[src/rtl/song_pkg.sv]
// ----------------------------------------------------------------------------
// song_pkg
// Shared definitions for the polyphonic song reader:
//   - 16-bit song entry layout (advance flag, note, duration, reserved bits)
//   - END_MARKER, the all-zero entry that terminates a ROM song
//   - sequencer FSM state encoding
//   - voice_width(), the width of a voice index for a given voice count
// ----------------------------------------------------------------------------
package song_pkg;

    localparam int ENTRY_W      = 16;
    localparam int ADV_BIT      = 15;  // 1 = time advance, 0 = note event
    localparam int NOTE_LSB     = 9;   // note field [14:9]
    localparam int NOTE_FIELD_W = 6;
    localparam int DUR_LSB      = 3;   // duration field [8:3]
    localparam int DUR_FIELD_W  = 6;   // bits [2:0] are reserved and ignored

    localparam logic [ENTRY_W-1:0] END_MARKER = 16'h0000;

    typedef enum logic [2:0] {
        S_IDLE,
        S_FETCH,
        S_WAIT,
        S_DECODE,
        S_WAIT_ADV,
        S_DONE
    } state_e;

    // A single voice still needs a one-bit index signal.
    function automatic int voice_width(input int num_voices);
        return (num_voices > 1) ? $clog2(num_voices) : 1;
    endfunction

endpackage

[src/rtl/song_reader_poly_if.sv]
// ----------------------------------------------------------------------------
// song_reader_poly_if
// Note-event bus from the song reader to the note-player bank.
//   note_out      note of the current event
//   duration_out  duration of the current event
//   voice_out     voice slot the event is meant for
//   load_new_note one-cycle strobe: the three fields above are a new event
//   song_done     one-cycle pulse at the end of the song
// modport master: the song reader (drives everything)
// modport slave : the note-player bank (observes everything)
// ----------------------------------------------------------------------------
interface song_reader_poly_if
    import song_pkg::*;
#(
    parameter int NOTE_W     = 6,
    parameter int DUR_W      = 6,
    parameter int NUM_VOICES = 3
) ();

    localparam int VOICE_W = voice_width(NUM_VOICES);

    logic [NOTE_W-1:0]  note_out;
    logic [DUR_W-1:0]   duration_out;
    logic [VOICE_W-1:0] voice_out;
    logic               load_new_note;
    logic               song_done;

    modport master (
        output note_out,
        output duration_out,
        output voice_out,
        output load_new_note,
        output song_done
    );

    modport slave (
        input note_out,
        input duration_out,
        input voice_out,
        input load_new_note,
        input song_done
    );

endinterface

[src/rtl/song_ram.sv]
// ----------------------------------------------------------------------------
// song_ram
// Record RAM: 2^ADDR_W x DATA_W, synchronous write, registered read.
//   clk     system clock
//   we      write strobe;  waddr / wdata write address and data
//   re      read enable;   raddr read address
//   rdata   read data, valid the cycle after re; held while re is low
// ----------------------------------------------------------------------------
module song_ram #(
    parameter int ADDR_W = 7,
    parameter int DATA_W = 16
) (
    input  logic              clk,
    input  logic              we,
    input  logic [ADDR_W-1:0] waddr,
    input  logic [DATA_W-1:0] wdata,
    input  logic              re,
    input  logic [ADDR_W-1:0] raddr,
    output logic [DATA_W-1:0] rdata
);

    logic [DATA_W-1:0] mem [2**ADDR_W];
    logic [DATA_W-1:0] rdata_q;

    // NOTE: the array and its read register carry no reset, so the recording
    // survives a reset of the sequencer and the block maps onto block RAM.
    // NOTE: sequential state is assigned with <= so every flop samples the
    // pre-edge values, whatever order the statements are written in.
    always_ff @(posedge clk) begin
        if (we) begin
            mem[waddr] <= wdata;
        end
        // Holding the read register while re is low keeps a paused read alive.
        if (re) begin
            rdata_q <= mem[raddr];
        end
    end

    assign rdata = rdata_q;

endmodule

[src/rtl/song_reader_poly.sv]
// ----------------------------------------------------------------------------
// song_reader_poly
// Sequences 16-bit song entries from the internal record RAM (song all-ones)
// or the external song ROM (any other song) and emits voice-tagged note
// events for a bank of NUM_VOICES note players, paced by the beat tick.
//   clk, reset        system clock, synchronous active-high reset
//   beat              one-cycle beat tick
//   play              high = run, low = pause (from DONE: return to IDLE)
//   loop              wrap to entry 0 at the end of the song
//   song              song select, sampled when playback starts
//   write_enable / write_address / write_payload   record RAM write port
//   done_recording    pulse: song length = last written address + 1
//   rom_addr          registered ROM address {song, step}
//   rom_data          ROM data, valid one cycle after rom_addr
//   evt               note-event bus (master side)
// ----------------------------------------------------------------------------
module song_reader_poly
    import song_pkg::*;
#(
    parameter int ADDR_W     = 7,
    parameter int SONG_BITS  = 2,
    parameter int STEP_W     = 5,
    parameter int NUM_VOICES = 3,
    parameter int NOTE_W     = 6,
    parameter int DUR_W      = 6
) (
    input  logic                        clk,
    input  logic                        reset,
    input  logic                        beat,
    input  logic                        play,
    input  logic                        loop,
    input  logic [SONG_BITS-1:0]        song,
    input  logic                        write_enable,
    input  logic [ADDR_W-1:0]           write_address,
    input  logic [ENTRY_W-1:0]          write_payload,
    input  logic                        done_recording,
    output logic [SONG_BITS+STEP_W-1:0] rom_addr,
    input  logic [ENTRY_W-1:0]          rom_data,
    song_reader_poly_if.master          evt
);

    localparam int VOICE_W = voice_width(NUM_VOICES);
    localparam int LEN_W   = ADDR_W + 1;  // a full RAM holds 2^ADDR_W entries
    // One spare bit lets the pointer step past the last RAM/ROM entry.
    localparam int PTR_W   = ((ADDR_W > STEP_W) ? ADDR_W : STEP_W) + 1;

    // ---------------------------------------------------------------- state
    state_e                      state_q,     state_d;
    logic [SONG_BITS-1:0]        song_sel_q,  song_sel_d;
    logic [PTR_W-1:0]            ptr_q,       ptr_d;
    logic [VOICE_W-1:0]          voice_q,     voice_d;
    logic [DUR_W-1:0]            beat_cnt_q,  beat_cnt_d;
    logic [LEN_W-1:0]            ram_len_q,   ram_len_d;
    logic [ADDR_W-1:0]           last_wr_q,   last_wr_d;
    logic                        wr_seen_q,   wr_seen_d;
    logic                        end_seen_q,  end_seen_d;
    logic [SONG_BITS+STEP_W-1:0] rom_addr_q,  rom_addr_d;
    logic [NOTE_W-1:0]           note_q,      note_d;
    logic [DUR_W-1:0]            dur_q,       dur_d;
    logic [VOICE_W-1:0]          voice_out_q, voice_out_d;
    logic                        load_q,      load_d;
    logic                        done_q,      done_d;

    logic                        ram_rd_en;
    logic [ENTRY_W-1:0]          ram_rdata;
    logic                        ram_sel;
    logic                        at_end;
    logic [ENTRY_W-1:0]          entry;

    // ------------------------------------------------------------ record RAM
    song_ram #(
        .ADDR_W (ADDR_W),
        .DATA_W (ENTRY_W)
    ) u_ram (
        .clk   (clk),
        .we    (write_enable),
        .waddr (write_address),
        .wdata (write_payload),
        .re    (ram_rd_en),
        .raddr (ptr_q[ADDR_W-1:0]),
        .rdata (ram_rdata)
    );

    assign ram_sel = (song_sel_q == '1);
    assign entry   = ram_sel ? ram_rdata : rom_data;

    // RAM songs end at the recorded length; ROM songs end after an END_MARKER
    // entry. Both also end once the pointer runs off the end of the store.
    always_comb begin
        if (ram_sel) begin
            at_end = (ptr_q == PTR_W'(ram_len_q)) || ((ptr_q >> ADDR_W) != '0);
        end else begin
            at_end = end_seen_q || ((ptr_q >> STEP_W) != '0);
        end
    end

    // ------------------------------------------------------------ next state
    always_comb begin
        // NOTE: every signal gets a default before the case statement, so no
        // path leaves one unassigned and no latch is inferred.
        state_d     = state_q;
        song_sel_d  = song_sel_q;
        ptr_d       = ptr_q;
        voice_d     = voice_q;
        beat_cnt_d  = beat_cnt_q;
        ram_len_d   = ram_len_q;
        last_wr_d   = last_wr_q;
        wr_seen_d   = wr_seen_q;
        end_seen_d  = end_seen_q;
        rom_addr_d  = rom_addr_q;
        note_d      = note_q;
        dur_d       = dur_q;
        voice_out_d = voice_out_q;
        load_d      = 1'b0;
        done_d      = 1'b0;
        ram_rd_en   = 1'b0;

        // Recording bookkeeping runs in every state, playback included.
        if (write_enable) begin
            last_wr_d = write_address;
            wr_seen_d = 1'b1;
        end
        if (done_recording && wr_seen_q) begin
            ram_len_d = {1'b0, last_wr_q} + LEN_W'(1);
        end

        unique case (state_q)
            S_IDLE: begin
                if (play) begin
                    song_sel_d = song;
                    ptr_d      = '0;
                    voice_d    = '0;
                    end_seen_d = 1'b0;
                    state_d    = S_FETCH;
                end
            end

            S_FETCH: begin
                if (play) begin
                    if (at_end) begin
                        done_d     = 1'b1;
                        end_seen_d = 1'b0;
                        if (loop) begin
                            ptr_d   = '0;
                            voice_d = '0;
                        end else begin
                            state_d = S_DONE;
                        end
                    end else begin
                        ram_rd_en = ram_sel;
                        if (!ram_sel) begin
                            rom_addr_d = {song_sel_q, ptr_q[STEP_W-1:0]};
                        end
                        state_d = S_WAIT;
                    end
                end
            end

            S_WAIT: begin
                if (play) begin
                    state_d = S_DECODE;
                end
            end

            S_DECODE: begin
                if (play) begin
                    if (!ram_sel && (entry == END_MARKER)) begin
                        // Not an event: flag it so the next FETCH ends the song.
                        end_seen_d = 1'b1;
                        state_d    = S_FETCH;
                    end else if (entry[ADV_BIT]) begin
                        voice_d = '0;
                        ptr_d   = ptr_q + PTR_W'(1);
                        if (entry[DUR_LSB +: DUR_W] == '0) begin
                            state_d = S_FETCH;
                        end else begin
                            beat_cnt_d = entry[DUR_LSB +: DUR_W];
                            state_d    = S_WAIT_ADV;
                        end
                    end else begin
                        note_d      = entry[NOTE_LSB +: NOTE_W];
                        dur_d       = entry[DUR_LSB +: DUR_W];
                        voice_out_d = voice_q;
                        load_d      = 1'b1;
                        // Chords wider than the bank wrap back onto slot 0.
                        voice_d     = (voice_q == VOICE_W'(NUM_VOICES - 1))
                                      ? '0 : voice_q + VOICE_W'(1);
                        ptr_d       = ptr_q + PTR_W'(1);
                        state_d     = S_FETCH;
                    end
                end
            end

            S_WAIT_ADV: begin
                if (play && beat) begin
                    beat_cnt_d = beat_cnt_q - DUR_W'(1);
                    if (beat_cnt_q == DUR_W'(1)) begin
                        state_d = S_FETCH;
                    end
                end
            end

            S_DONE: begin
                if (!play) begin
                    state_d = S_IDLE;
                end
            end

            default: begin
                state_d = S_IDLE;
            end
        endcase
    end

    // ------------------------------------------------------------ registers
    always_ff @(posedge clk) begin
        if (reset) begin
            state_q     <= S_IDLE;
            song_sel_q  <= '0;
            ptr_q       <= '0;
            voice_q     <= '0;
            beat_cnt_q  <= '0;
            ram_len_q   <= '0;
            last_wr_q   <= '0;
            wr_seen_q   <= 1'b0;
            end_seen_q  <= 1'b0;
            rom_addr_q  <= '0;
            note_q      <= '0;
            dur_q       <= '0;
            voice_out_q <= '0;
            load_q      <= 1'b0;
            done_q      <= 1'b0;
        end else begin
            state_q     <= state_d;
            song_sel_q  <= song_sel_d;
            ptr_q       <= ptr_d;
            voice_q     <= voice_d;
            beat_cnt_q  <= beat_cnt_d;
            ram_len_q   <= ram_len_d;
            last_wr_q   <= last_wr_d;
            wr_seen_q   <= wr_seen_d;
            end_seen_q  <= end_seen_d;
            rom_addr_q  <= rom_addr_d;
            note_q      <= note_d;
            dur_q       <= dur_d;
            voice_out_q <= voice_out_d;
            load_q      <= load_d;
            done_q      <= done_d;
        end
    end

    // -------------------------------------------------------------- outputs
    assign rom_addr          = rom_addr_q;
    assign evt.note_out      = note_q;
    assign evt.duration_out  = dur_q;
    assign evt.voice_out     = voice_out_q;
    assign evt.load_new_note = load_q;
    assign evt.song_done     = done_q;

endmodule

[src/flat_wrapper.sv]
// flat-port wrapper written by rule: the top's interface ports become plain ports
module song_reader_poly_flat import song_pkg::*;
#(
    parameter int ADDR_W     = 7,
    parameter int SONG_BITS  = 2,
    parameter int STEP_W     = 5,
    parameter int NUM_VOICES = 3,
    parameter int NOTE_W     = 6,
    parameter int DUR_W      = 6
)
  (clk, reset, beat, play, loop, song, write_enable, write_address, write_payload, done_recording, rom_addr, rom_data, evt_note_out, evt_duration_out, evt_voice_out, evt_load_new_note, evt_song_done);
  song_reader_poly_if #(.NOTE_W(NOTE_W), .DUR_W(DUR_W), .NUM_VOICES(NUM_VOICES)) evt_i ();
  input  logic clk;
  input  logic reset;
  input  logic beat;
  input  logic play;
  input  logic loop;
  input  logic [SONG_BITS-1:0] song;
  input  logic write_enable;
  input  logic [ADDR_W-1:0] write_address;
  input  logic [ENTRY_W-1:0] write_payload;
  input  logic done_recording;
  output logic [SONG_BITS+STEP_W-1:0] rom_addr;
  input  logic [ENTRY_W-1:0] rom_data;
  output wire logic [$bits(evt_i.note_out)-1:0] evt_note_out;
  output wire logic [$bits(evt_i.duration_out)-1:0] evt_duration_out;
  output wire logic [$bits(evt_i.voice_out)-1:0] evt_voice_out;
  output wire logic [$bits(evt_i.load_new_note)-1:0] evt_load_new_note;
  output wire logic [$bits(evt_i.song_done)-1:0] evt_song_done;
  assign evt_note_out = evt_i.note_out;
  assign evt_duration_out = evt_i.duration_out;
  assign evt_voice_out = evt_i.voice_out;
  assign evt_load_new_note = evt_i.load_new_note;
  assign evt_song_done = evt_i.song_done;
  song_reader_poly #(.ADDR_W(ADDR_W), .SONG_BITS(SONG_BITS), .STEP_W(STEP_W), .NUM_VOICES(NUM_VOICES), .NOTE_W(NOTE_W), .DUR_W(DUR_W)) u_core (.clk(clk), .reset(reset), .beat(beat), .play(play), .loop(loop), .song(song), .write_enable(write_enable), .write_address(write_address), .write_payload(write_payload), .done_recording(done_recording), .rom_addr(rom_addr), .rom_data(rom_data), .evt(evt_i));
endmodule
[config.mk]
export PLATFORM = sky130hd
export DESIGN_NAME = song_reader_poly_flat
export DESIGN_NICKNAME = d
export VERILOG_FILES = /design/src/rtl/song_pkg.sv /design/src/rtl/song_reader_poly_if.sv /design/src/rtl/song_ram.sv /design/src/rtl/song_reader_poly.sv /design/src/flat_wrapper.sv
export SDC_FILE = /design/constraint.sdc
export NUM_CORES = 2
export LEC_CHECK = 0
export ABC_CLOCK_PERIOD_IN_PS = 4900
export CORE_ASPECT_RATIO = 0.8
export CORE_MARGIN = 4
export CORE_UTILIZATION = 55
export CTS_CLUSTER_DIAMETER = 60
export DETAILED_ROUTE_END_ITERATION = 8
export PLACE_DENSITY = 0.71
export SLEW_MARGIN = 20
export SYNTH_ARGS = -nofsm -noshare
export SYNTH_HDL_FRONTEND = slang
export SYNTH_SLANG_ARGS = --single-unit
[constraint.sdc]
create_clock -name clk -period 4.9 [get_ports clk]
set_input_delay 1.225 -clock clk [delete_from_list [all_inputs] [get_ports clk]]
set_output_delay 1.225 -clock clk [all_outputs]
set_load 0.01 [all_outputs]
# [Word level (Yosys, flattened, before mapping)]
# Memory sizes are Yosys's and may differ from the RTL's. A register that Yosys moved wholly into a read port is not among the register bits.
# Index checks and enable logic that the tools add are counted.
# W data, S select, Z words.
[totals] in_bits=48 out_inout_bits=23 romBits=0 reg_bits=61 ram_bits=2048 latchBits=0 memories=1
[mem_list] name="u_core.u_ram.mem" depth=128 width=16 rd=1 rd_clocked_by_memory_dff=1 write_ports=1 line_no="song_ram.sv:22" text="logic [DATA_W-1:0] mem [2**ADDR_W];"
[op_classes] bitwise_logic=7 magnitude_cmp=0 multipliers=0 div_mod_pow=0 addsub=4 n_reduce_logical=21 shift=0 mux=50 n_eq_ne=23
[ops] op="$mux W8" count=6
[ops] op="$mux W3" count=12
[ops] op="$mux W6" count=5
[ops] op="$pmux W8 S3" count=1
[ops] op="$pmux W3 S6" count=1
[ops] op="$logic_not A16 Y1" count=1
[ops] op="$mux W16" count=1
[ops] op="$mux W2" count=8
[ops] op="$ne A2 B2 Y1 const B" count=8
[ops] op="$mux W1" count=13
[ops] op="$pmux W6 S2" count=1
[ops] op="$reduce_and A6 Y1" count=2
[ops] op="$ne A2 B1 Y1 const B" count=5
[ops] op="$add A7 B1 Y8 const B" count=1
[ops] op="$add A8 B1 Y8 const B" count=1
[ops] op="$eq A8 B8 Y1" count=1
[ops] op="$reduce_and A4 Y1" count=2
[ops] op="$reduce_and A8 Y1" count=1
[ops] op="$reduce_bool A8 Y1" count=1
[ops] op="$not A1 Y1" count=7
[ops] op="$reduce_and A7 Y1" count=1
[ops] op="$eq A3 B2 Y1 const B" count=2
[ops] op="$eq A3 B3 Y1 const B" count=2
[ops] op="$eq A6 B1 Y1 const B" count=1
[ops] op="other kinds (17)" count=21

# [Longest topological paths before layout]
[depth] depth_word=8 ltp_mapped=12 mapped_depth_nobuf=8

# [By module]
# A second synthesis with hierarchy kept.
[unflattened] hier_cells=3432 hier_area_um2=81778.4
[modules_own_cells] module="song_ram" cells_each=3086 seq_area_each_um2=61979.4 n_inst=1 area_each_um2=78683.0
[modules_own_cells] module="song_reader_poly" cells_each=346 seq_area_each_um2=1221.2 n_inst=1 area_each_um2=3095.5

# [Least setup slack after synthesis]
# No wires, ideal clock.
[synth_path] kind="input-to-reg" startpoint="input write_address[4]" endpoint="memory u_core.u_ram.mem[81][10] (enable)" arrival_time_ns=2.861 slack_ns=1.640 cell_stages=4 required_time_ns=4.500 cell_sequence="clkbuf_1 -> nor2b_1 -> nand3_1 -> nor3_1"
[synth_rtl] item="start, declared" line_no="flat_wrapper.sv:20" text="input logic [ADDR_W-1:0] write_address;"
[synth_rtl] item="end, declared" line_no="song_ram.sv:22"
# No word-level cell before the write port.

# [Worst setup path in the final report]
[layout_path] startpoint="register u_core.ptr_q[0]" endpoint="register u_core.u_ram.rdata_q[15], in the netlist u_core.u_ram.rdata[15] (read register of u_core.u_ram.mem) (data pin)"
[layout_between] elab_chain_len=6
[layout_rtl] item="start, declared" line_no="song_reader_poly.sv:50" text="logic [PTR_W-1:0] ptr_q, ptr_d;"
[layout_rtl] item="start signal, assigned" line_no="song_reader_poly.sv:236" text="ptr_q <= ptr_d;"
[layout_rtl] item="$eq A8 B8 Y1" line_no="song_reader_poly.sv:91" text="at_end = (ptr_q == PTR_W'(ram_len_q)) || ((ptr_q >> ADDR_W) != '0);"
[layout_rtl] item="$logic_or A1 B1 Y1" line_no="song_reader_poly.sv:91"
[layout_rtl] item="$mux W1" line_no="song_reader_poly.sv:90" text="if (ram_sel) begin"
[layout_rtl] item="$mux W1" line_no="song_reader_poly.sv:140" text="if (at_end) begin"
[layout_rtl] item="$mux W1" line_no="song_reader_poly.sv:139" text="if (play) begin"
[layout_rtl] item="$mux W1" line_no="song_reader_poly.sv:127" text="unique case (state_q)"
[layout_rtl] item="end, declared" line_no="song_ram.sv:23" text="logic [DATA_W-1:0] rdata_q;"
# Parallel ways exist; a longest one is shown, timed or not.
# A chain may end at the register's enable or synchronous reset.

==> results.md <==
- DP HPWL: 107.4 mm
- Final TNS setup: 0 ns
- Fmax: 250.8 MHz
- Sinks on Clock Net: 1,738
- Met2 Use GR: 37.56%
- Sequential fraction of the synthesis area: 75.76%
- Die Y: 322.7 um
- Max VDD drop: 0.3434 mV
- Remaining global-route overflow: 0
- Reg clk slew, reported paths: 0.06 ns
- Leak pwr: 23.47 nW
- Cell Pwr Density: 379.4 mW/mm^2
- # setup viols final: 0
- Fin. max-slew vios: 0
- Final min period: 3.987 ns
- Placed cell areas: 0.07169 mm^2
- Max_slew headroom: 19.99%
- Post-Syn Area per Cell: 19.04 um^2
- Syn-to-layout area delta: 12.98%
- Final ANT Viol Nets: 0
- Setup Fix Bufs, Post-CTS: 0
- Clock Tree Buf Depth: 3
- Antenna violations before repair: 4
- Synth Flop Type: edfxtp_1
- Grt met3 use: 8.061%
- Row count: 115
- RSZ-0062 raised after global routing: false
- Hold Path Class: flip-flop to flip-flop
- IO buf count: 67
- Initial core utilization: 55.41%
- CTS tree: yes
- Finished Core Util: 62.60%
- Fraction of layout cells with a size suffix above 1: 19.78%
- Number of global-route vias before repair: 35,180
- WP data required: 5.31 ns
- GRT met1 Usage: 40.56%
- Via Count: 36,130
- Initial DRT Pass Iterations: 8
- Total track usage: 26.73%
- CTS H-tree depth: 4
- Most common cell after layout, fill and taps aside: edfxtp_1
- Mapped cell area: 0.06808 mm^2
- WL/cell: 30.93 um
- Tot Pwr: 29.18 mW
- Max_cap viols: 0
- Synth Register Bits: 1,738
- 1st-iter DRT viols: 5,314
- EDFF count, synth: 1,677
- Setup slack after layout: 0.9126 ns
- Gate Count Post-Synth: 3,576
- Outcome: finished clean
- CTS Root Cell: clkbuf_16
- Fin area: 0.07692 mm^2
- Clock Skew: 0.02473 ns
- Vias/cell: 6.459
- CTS Buf Count: 164
- IO Count: 71
- CP Capture Type: flip-flop
- Netlist cell types: 67
- # resized after CTS: 0
- DRC Markers: 0
- Die X: 401.4 um
- Mapped Nets: 3,628
- Worst slew pin tran: 1.197 ns
- Top Usage Layer GRT: met1
- Die area: 0.1295 mm^2
- Nature of the critical path startpoint: flip-flop
- Final Hold Viols: 0
- Most used cells in the layout excluding fill and tap cells: 1,677 x edfxtp_1, 392 x mux2i_1, 260 x mux4_2, 246 x buf_4, 208 x nor2_1
- Largest net degree at the start of global routing: 107
- Ys async rst share: 0%
- # hold bufs at CTS: 0
- Setup Crit Path Kind: flip-flop to flip-flop
- First-pass GRT wire length: 249.8 mm
- Final nets: 3,877
- Gpl congestion: 0.9537
- Period utilisation layout: 81.37%
- Synth warnings: 0
- Data arrival, critical path: 4.40 ns
- Routed wire length: 173.0 mm
- Crit Path Max Fanout: 30
- Worst-Skew Late Latency: 0.79 ns
- Post-Place Worst Slack: 0.6891 ns
- Std-Cell Core Area: 0.1229 mm^2
==> per-stage QoR <==
step,hold WS [ns],std cells
3_5_place_dp,0.4528,5294
5_1_grt,0.4920,5592
3_3_place_gp,0.4482,5294
6_report,0.4625,5593
2_1_floorplan,0.4355,3576
4_1_cts,0.4661,5589
==> power by group <==
part | internal (mW) | switching (mW)
Combinational | 0.144 | 0.432
Clock | 6.83 | 5.41
Sequential | 16.3 | 0.0283
Total | 23.3 | 5.87
==> area by class of cell <==
type | instances | area [um^2]
multi-input cells | 1587 | 15260
repair buffers | 323 | 2848
inverters | 11 | 41.29
diodes | 1 | 2.502
well taps | 1638 | 2049
fillers | 8445 | 45960
clock buffers | 202 | 4332
clock inverters | 93 | 795.8
flip-flops and latches | 1738 | 51590
==> Yosys cell counts (3+ instances only) <==
master | n | area share, %
buf_1 | 24 | 0.13
a21oi_1 | 42 | 0.31
o31a_1 | 3 | 0.039
a41oi_1 | 7 | 0.090
mux2i_1 | 392 | 5.8
or4_1 | 5 | 0.055
edfxtp_1 | 1677 | 74
a311oi_1 | 12 | 0.15
or2_2 | 4 | 0.037
nor2_1 | 209 | 1.2
nand4_1 | 29 | 0.27
nor4_1 | 6 | 0.055
clkbuf_1 | 68 | 0.37
a31oi_1 | 26 | 0.24
nor3_1 | 22 | 0.16
nand3_1 | 82 | 0.60
o21ai_0 | 43 | 0.32
a221oi_1 | 13 | 0.17
nand2b_1 | 12 | 0.11
o221ai_1 | 3 | 0.039
o21a_1 | 3 | 0.033
o211ai_1 | 7 | 0.077
buf_6 | 17 | 0.28
and2_1 | 6 | 0.055
nand2_1 | 98 | 0.54
a22o_1 | 15 | 0.19
inv_1 | 10 | 0.055
buf_2 | 96 | 0.71
a211oi_1 | 15 | 0.17
nor2b_1 | 22 | 0.20
and3_1 | 10 | 0.092
nand3b_1 | 4 | 0.044
buf_4 | 35 | 0.39
o22ai_1 | 3 | 0.028
xnor2_1 | 11 | 0.14
or3_1 | 9 | 0.083
a22oi_1 | 162 | 1.8
dfxtp_1 | 61 | 1.8
o2111ai_1 | 6 | 0.077
a32oi_1 | 12 | 0.15
ha_1 | 4 | 0.074
and2_0 | 3 | 0.028
mux4_2 | 260 | 8.6
==> flip-flops by register name, indices dropped and copies added (netlist names) <==
register,flops
u_core.state_q,3
u_core.beat_cnt_q,6
u_core.wr_seen_q,1
u_core.end_seen_q,1
u_core.evt.duration_out,6
u_core.song_sel_q,2
u_core.u_ram.rdata,13
u_core.evt.note_out,6
u_core.u_ram.mem,1664
u_core.evt.song_done,1
u_core.ptr_q,8
u_core.voice_q,2
u_core.ram_len_q,8
u_core.evt.voice_out,2
u_core.last_wr_q,7
u_core.rom_addr,7
u_core.evt.load_new_note,1
==> final timing paths <==
| path | cells after the start | from | slack (ns) | to |
|---|---|---|---|---|
| hold reg to reg | 1 | u_core.end_seen_q | 0.46 | u_core.end_seen_q |
| hold / removal | 1 | u_core.end_seen_q | 0.46 | u_core.end_seen_q |
| setup / recovery | 7 | u_core.ptr_q[0] | 0.91 | u_core.u_ram.rdata[15] |
| setup reg to reg | 7 | u_core.ptr_q[0] | 0.91 | u_core.u_ram.rdata[15] |
==> worst max-delay path: stages (launching register included) <==
cell	delay (ns)
dfxtp_4	0.87
and2_1	0.63
buf_4	0.38
a22oi_1	0.12
nand3_1	0.49
o21ai_0	0.25
nor3_1	0.44
nand4_1	0.39
==> cells by family (layout without fill, tap and decap cells) <==
| kind of cell | Yosys count | after routing | synth area share (%) |
|---|---|---|---|
| xor+xnor | 13 | 13 | 0.1672 |
| simple gates | 531 | 531 | 3.631 |
| buf+inv | 251 | 629 | 1.941 |
| flops | 1738 | 1738 | 75.76 |
| mux | 652 | 652 | 14.36 |
| other cells | 0 | 1 | 0 |
| fa+ha+maj | 4 | 4 | 0.07351 |
| compound gates | 387 | 387 | 4.063 |
==> routing by layer <==
metal  vias to the layer above  part of all wire [%]  wire (um)
met5                         -                     0          0
met2                      2250                    43      74600
met1                     18520                    41      71170
met3                       307                    13      21920
li1                      15050                     -          -
met4                         0                   3.1       5316
Note: power is estimated with default switching activity, not from simulation.
